`config.mk`:
```
export PLATFORM = sky130hd
export DESIGN_NAME = mem_arbiter
export DESIGN_NICKNAME = d
export VERILOG_FILES = /design/src/rtl/mem_arbiter.sv
export SDC_FILE = /design/constraint.sdc
export NUM_CORES = 1
export LEC_CHECK = 0
export CELL_PAD_IN_SITES_DETAIL_PLACEMENT = 1
export CELL_PAD_IN_SITES_GLOBAL_PLACEMENT = 1
export CORE_MARGIN = 10
export CORE_UTILIZATION = 33
export DETAILED_ROUTE_END_ITERATION = 7
export GPL_ROUTABILITY_DRIVEN = 1
export HOLD_SLACK_MARGIN = 0.02
export PLACE_DENSITY_LB_ADDON = 0.1
export SLEW_MARGIN = 0
export SYNTH_ARGS = -nofsm -noshare
export SYNTH_HDL_FRONTEND = slang
export SYNTH_SLANG_ARGS = --single-unit
```
`constraint.sdc`:
```
create_clock -name CLK -period 5.8 [get_ports CLK]
set_clock_uncertainty 0.05 [all_clocks]
set_input_delay 1.16 -clock CLK [delete_from_list [all_inputs] [get_ports CLK]]
set_output_delay 1.16 -clock CLK [all_outputs]
set_load 0.005 [all_outputs]
```
`src/rtl/mem_arbiter.sv`:
```
// mem_arbiter: two-requester memory arbiter (CPU and debug/DMA port) in
// front of a fixed-latency memory.
//
// Each access runs IDLE -> ACCESS (MEM_LAT cycles) -> DONE (one cycle), so a
// request sampled in cycle 0 is answered with READY/ACK in cycle MEM_LAT+1.
// The winner's WE/ADDR/WDATA are latched at the grant edge and the requester
// inputs are ignored until the next IDLE cycle.
//
// Parameters:
//   MEM_LAT        memory latency in cycles (1..15)
// Build option:
//   MEM_ARB_RR_EN  defined   -> round-robin on a tie (CPU gets the first tie)
//                  undefined -> fixed priority, CPU always wins a tie
// Ports:
//   CLK, RESET_N                         clock, async active-low reset
//   CPU_CS/WE/ADDR/WDATA -> CPU_READY/RDATA     CPU request / response
//   DBG_REQ/WE/ADDR/WDATA -> DBG_ACK/RDATA      debug request / response
//   MEM_EN/WE/ADDR/WDATA, MEM_RDATA      memory side
//   BUSY (access in flight), OWNER (0 = CPU, 1 = DBG, current or last)
module mem_arbiter #(
  parameter int MEM_LAT = 2
) (
  input  logic        CLK,
  input  logic        RESET_N,
  input  logic        CPU_CS,
  input  logic        CPU_WE,
  input  logic [15:0] CPU_ADDR,
  input  logic [15:0] CPU_WDATA,
  output logic        CPU_READY,
  output logic [15:0] CPU_RDATA,
  input  logic        DBG_REQ,
  input  logic        DBG_WE,
  input  logic [15:0] DBG_ADDR,
  input  logic [15:0] DBG_WDATA,
  output logic        DBG_ACK,
  output logic [15:0] DBG_RDATA,
  output logic        MEM_EN,
  output logic        MEM_WE,
  output logic [15:0] MEM_ADDR,
  output logic [15:0] MEM_WDATA,
  input  logic [15:0] MEM_RDATA,
  output logic        BUSY,
  output logic        OWNER
);
  typedef enum logic [1:0] {IDLE, ACCESS, DONE} state_t;

  localparam logic [3:0] CNT_INIT = 4'(MEM_LAT - 1);

  state_t      state, state_nxt;
  logic        owner_q, we_q;
  logic [15:0] addr_q, wdata_q, cpu_rd_q, dbg_rd_q;
  logic [3:0]  cnt_q;
  logic        req_any, grant_dbg, start;

  assign req_any = CPU_CS | DBG_REQ;
  assign start   = (state == IDLE) & req_any;

`ifdef MEM_ARB_RR_EN
  // rr_dbg_q = 1 means the next tie goes to DBG (i.e. CPU was served last).
  logic rr_dbg_q;
  assign grant_dbg = DBG_REQ & (~CPU_CS | rr_dbg_q);

  always_ff @(posedge CLK or negedge RESET_N) begin
    if (!RESET_N)   rr_dbg_q <= 1'b0;
    else if (start) rr_dbg_q <= ~grant_dbg;
  end
`else
  assign grant_dbg = DBG_REQ & ~CPU_CS;
`endif

  always_ff @(posedge CLK or negedge RESET_N) begin
    if (!RESET_N) state <= IDLE;
    else          state <= state_nxt;
  end

  always_comb begin
    state_nxt = state;
    case (state)
      IDLE:    if (req_any) state_nxt = ACCESS;
      ACCESS:  if (cnt_q == 4'd0) state_nxt = DONE;
      DONE:    state_nxt = IDLE;
      default: state_nxt = IDLE;
    endcase
  end

  always_ff @(posedge CLK or negedge RESET_N) begin
    if (!RESET_N) begin
      owner_q  <= 1'b0;
      we_q     <= 1'b0;
      addr_q   <= '0;
      wdata_q  <= '0;
      cnt_q    <= '0;
      cpu_rd_q <= '0;
      dbg_rd_q <= '0;
    end else begin
      if (start) begin
        owner_q <= grant_dbg;
        we_q    <= grant_dbg ? DBG_WE    : CPU_WE;
        addr_q  <= grant_dbg ? DBG_ADDR  : CPU_ADDR;
        wdata_q <= grant_dbg ? DBG_WDATA : CPU_WDATA;
        cnt_q   <= CNT_INIT;
      end else if (state == ACCESS) begin
        if (cnt_q == 4'd0) begin
          // last ACCESS cycle: memory data is valid, steer it to the owner
          if (!we_q) begin
            if (owner_q) dbg_rd_q <= MEM_RDATA;
            else         cpu_rd_q <= MEM_RDATA;
          end
        end else begin
          cnt_q <= cnt_q - 4'd1;
        end
      end
    end
  end

  assign MEM_EN    = (state == ACCESS);
  assign MEM_WE    = MEM_EN & we_q;
  assign MEM_ADDR  = addr_q;
  assign MEM_WDATA = wdata_q;
  assign CPU_READY = (state == DONE) & ~owner_q;
  assign DBG_ACK   = (state == DONE) &  owner_q;
  assign CPU_RDATA = cpu_rd_q;
  assign DBG_RDATA = dbg_rd_q;
  assign BUSY      = (state != IDLE);
  assign OWNER     = owner_q;
endmodule
```
== Word-level counts from Yosys, hierarchy flattened ==
Cells that the tools add are included.

* Divide/modulo/power cells: 0
* $add $sub $neg: 1
* Shift operators: 0
* Multiply operators: 0
* Order comparisons: 0
* Equality and inequality tests: 5
* Reduce and logical (&&, ||, !) cells: 8
* Bitwise gates (word level): 10
* Muxes and demuxes: 9

{| class="wikitable"
|+ Operators by type and width
! operator !! count
|-
| 16-bit two-way mux || 2
|-
| 4-bit two-way mux || 3
|-
| 5-bit AND reduction || 2
|-
| 1-bit bitwise AND || 5
|-
| 4-bit zero test || 1
|-
| 2-bit two-way mux || 2
|-
| 2-bit inequality test, second input constant || 2
|-
| 1-bit NOT || 4
|-
| 2-bit case mux with 2 select lines || 1
|-
| 2-bit AND reduction || 2
|-
| 2-bit nonzero test || 2
|-
| 4-bit by 1-bit subtractor with 4-bit output, second input constant || 1
|-
| 2-bit by 1-bit == test with 1-bit output, second input constant || 1
|-
| 2-bit == test, second input constant || 1
|-
| 2-bit zero test || 1
|-
| 2-bit by 1-bit inequality test with 1-bit output, second input constant || 1
|-
| 1-bit two-way mux || 1
|-
| 1-bit bitwise OR || 1
|}

* RAM bits: 0
* Memory bits (read-only): 0
* Input port bits: 86
* Output and inout bits: 70
* Word-level logic and storage cells: 41
* Memories kept: 0
* Register bits: 72
* Latch bits: 0

== Depth between registers and ports, before layout ==
* Depth after elaboration: 4
* Gate-level depth with buffers: 7
* Gate-level depth less buffers: 5

== Worst setup path before layout ==
OpenSTA, ideal clock, no wires.

* Kind: input port to flip-flop
* Start: input DBG_REQ
* End: register wdata_q[3] (netlist: MEM_WDATA[3])
* Path slack: 3.560 ns
* Stages: 5
* Required time: 5.611 ns
* Data arrival time: 2.052 ns
* Cells stage by stage: nor2b_1 -> clkbuf_1 -> buf_2 -> mux2i_1 -> o21ai_0

* Word-level cells in the longest chain between the ends: 2

{| class="wikitable"
|+ RTL lines
! what !! line !! source
|-
| start, declared || 31 || <nowiki>input logic DBG_REQ,</nowiki>
|-
| 1-bit bitwise AND / 1-bit bitwise OR (equally long branches) || 68, 55 ||
|-
| 16-bit two-way mux / 1-bit bitwise AND (equally long branches) || 100, 56 ||
|-
| end signal, assigned || 100 || <nowiki>wdata_q <= grant_dbg ? DBG_WDATA : CPU_WDATA;</nowiki>
|-
| end, declared || 51 || <nowiki>logic [15:0] addr_q, wdata_q, cpu_rd_q, dbg_rd_q;</nowiki>
|}

Parallel ways exist; a longest one is shown, timed or not.
A chain may end at the register's enable or synchronous reset.

== Worst setup path after layout ==
* Start: register state[0]
* End: output BUSY

* Word-level cells in the longest chain between the ends: 1

{| class="wikitable"
|+ RTL lines
! what !! line !! source
|-
| start, declared || 49 || <nowiki>state_t state, state_nxt;</nowiki>
|-
| start signal, assigned || 73 || <nowiki>else state <= state_nxt;</nowiki>
|-
| 2-bit nonzero test || 124 || <nowiki>assign BUSY = (state != IDLE);</nowiki>
|-
| end, declared || 42 || <nowiki>output logic BUSY,</nowiki>
|}

Every way passes these cells.

==> metrics.txt <==
overall die width=119 microns; Synth warnings=0; antenna cell count=0; launching point of the worst reg2reg path=state[1]; number of global-route vias before repair=2920; maximum achievable frequency=267 MHz; HPWL reported at the end of detailed placement=7.20 mm; sequential fraction of the synthesis area=55.7%; nets@finish=494; critical path launch point type=flop; total congestion overflow=0; drt via density=4.75; setup fix buffers added after clock tree synthesis=0; full die area=14200 sq um; Total Routed Length=9.77 mm; Most used DFF post-synth=dfrtp_1; cell depth of the worst hold path=2; areal power density over the cells=469 nW/um^2; Final Slew Violations=0; Sinks on Clock Net=72; standby leakage power=2.11 nW; endpoint kind of the worst setup timing path=output pin; capture instance of the worst register-to-register path=DBG_RDATA[10]; clock edge transition at the registers on the reported setup and hold paths=0.08 ns; TritonCTS clock tree=done; number of buffers created by CTS=9; fin area=5030 sq um; number of storage elements in the synthesis netlist=72; final antenna-violating net count=0; Site Rows=36; routed length per placed instance=18.0 microns; total standard cell area after synthesis=3230 sq um; number of cells on the worst reg-to-reg path=3; routed via count=2576; number of unique standard cell types used by synthesis=28; fraction of layout cells with a size suffix above 1=13.4%; H-tree lvl count=3; Core Area=9640 sq um; clock root buffer=clkbuf_8; most common library cell in the layout ignoring fill and taps=clkdlybuf4s50_1; total setup violations reported at the end of the flow=0; Area after DPL=4870 sq um; highest-count cells in the layout ignoring fill and taps=clkdlybuf4s50_1, dfrtp_1, o21ai_0; max-cap viol count=0; layout overhead on the synthesized area=55.6%; number of optimization iterations in the first detailed-route pass=4; Post-CTS Hold Buffers=0; gr usage total=13.9%; number of enable flip-flop cells after synthesis=0; peak supply drop=0.163 mV; number of remaining DRC errors=0; share of synthesized flip-flops with an asynchronous set or reset=100%; hold path startpoint=MEM_WDATA[3]; routability congestion estimate from global placement=0.706; outcome=completed; worst setup path class=reg -> out; setup repair after global routing missed its margin=no; cells resized by post-CTS repair=0; Clock Path Buffers=2; Worst Tran Pin Value=0.954 ns; wire length of the first global-routing pass=15.9 mm; register-to-register setup slack=3.40 ns; worst min-delay path class=reg -> reg; worst endpoint data arrival time=2.54 ns; Worst-Skew Late Latency=0.33 ns; antenna violations before repair=0; ratio of final minimum period to clock period=64.6%; die boundary height=119 microns; final hold violations=0; count of input and output buffers=155; TNS Setup=0 ns; maximum number of pins on one net before global-route repair=73; Period minus WS final=3.75 ns; worst endpoint required time=4.59 ns; mean instance size in the synthesized netlist=12.7 sq um; maximum fanout along the worst path=37; Hold Path Sink=MEM_WDATA[3]; Total Power=2.36 mW; total nets after synthesis=342; Slew Limit Headroom=36.0%; effective utilization at floorplan=33.5%; count of routing violations after the opening detailed-route iteration=116; number of standard cells after synthesis=254; boundary pin count=156; worst setup path start=state[0]
==> area by class of cell <==
cell class / instances / area [sq um]
fill: 1074 / 4610
inverter: 4 / 15.0
clock inverter: 4 / 22.5
multi-input combinational: 161 / 1310
timing repair buffer: 158 / 1570
sequential: 72 / 1800
tap: 133 / 166
clock buffer: 10 / 138
==> synth_stat cells, types with 3 or more instances <==
master / number / area [sq um]
mux2i_1: 34 / 340
inv_1: 3 / 11.3
buf_2: 3 / 15.0
mux2_4: 20 / 300
o21ai_0: 70 / 350
nor2_1: 3 / 11.3
mux2_2: 13 / 146
clkbuf_1: 10 / 37.5
dfrtp_1: 72 / 1800
==> stage by stage <==
stage	setup WS, ns	hold slack, ns	util (%)	instances
6_report	2.05	0.459	52.2	542
5_1_grt	1.79	0.470	52.2	542
4_1_cts	2.03	0.464	52.2	542
3_3_place_gp	2.42	0.439	50.5	528
2_1_floorplan	3.56	0.446	-	254
3_5_place_dp	2.41	0.443	50.5	528
==> flip-flops by register name, summed over array words and instances, names as in the netlist <==
register and cells:
CPU_RDATA 16, DBG_RDATA 16, MEM_ADDR 16, MEM_WDATA 16, OWNER 1, cnt_q 4
state 2, we_q 1
==> worst max-delay path by stage <==
stage | endpoint | depth (start not counted)
after global placement | BUSY | 3
after CTS | BUSY | 3
after detailed placement | BUSY | 3
final | BUSY | 3
after global routing | BUSY | 3
after floorplan | MEM_WDATA[3] | 5
==> worst max-delay path: stages (launching register included) <==
cell and delay, ns:
dfrtp_1 0.42, nor2_1 0.25, clkinv_1 0.82, clkdlybuf4s50_1 0.70
==> cell families after synthesis <==
logic type,count (synthesis),share of synthesized area (%)
flops,72,55.7
mux,67,24.4
simple gates,16,3.10
compound gates,76,12.0
buf+inv,21,4.03
fa+ha+maj,2,0.774
==> metal layers <==
| layer | part of all wire, % | GRT usage, % | up-vias |
|---|---|---|---|
| li1 | - | - | 1211 |
| met1 | 42 | 15.8 | 1264 |
| met2 | 48 | 22.4 | 95 |
| met3 | 9.3 | 7.09 | 6 |
| met4 | 0.78 | 3.89 | 0 |
| met5 | 0 | 0 | - |
==> where the power goes <==
part	switching (mW)	internal (mW)	total (mW)
registers	0.134	0.753	0.887
logic	0.421	0.712	1.13
clock network	0.177	0.160	0.337
Power figures use the tool's default switching activity.
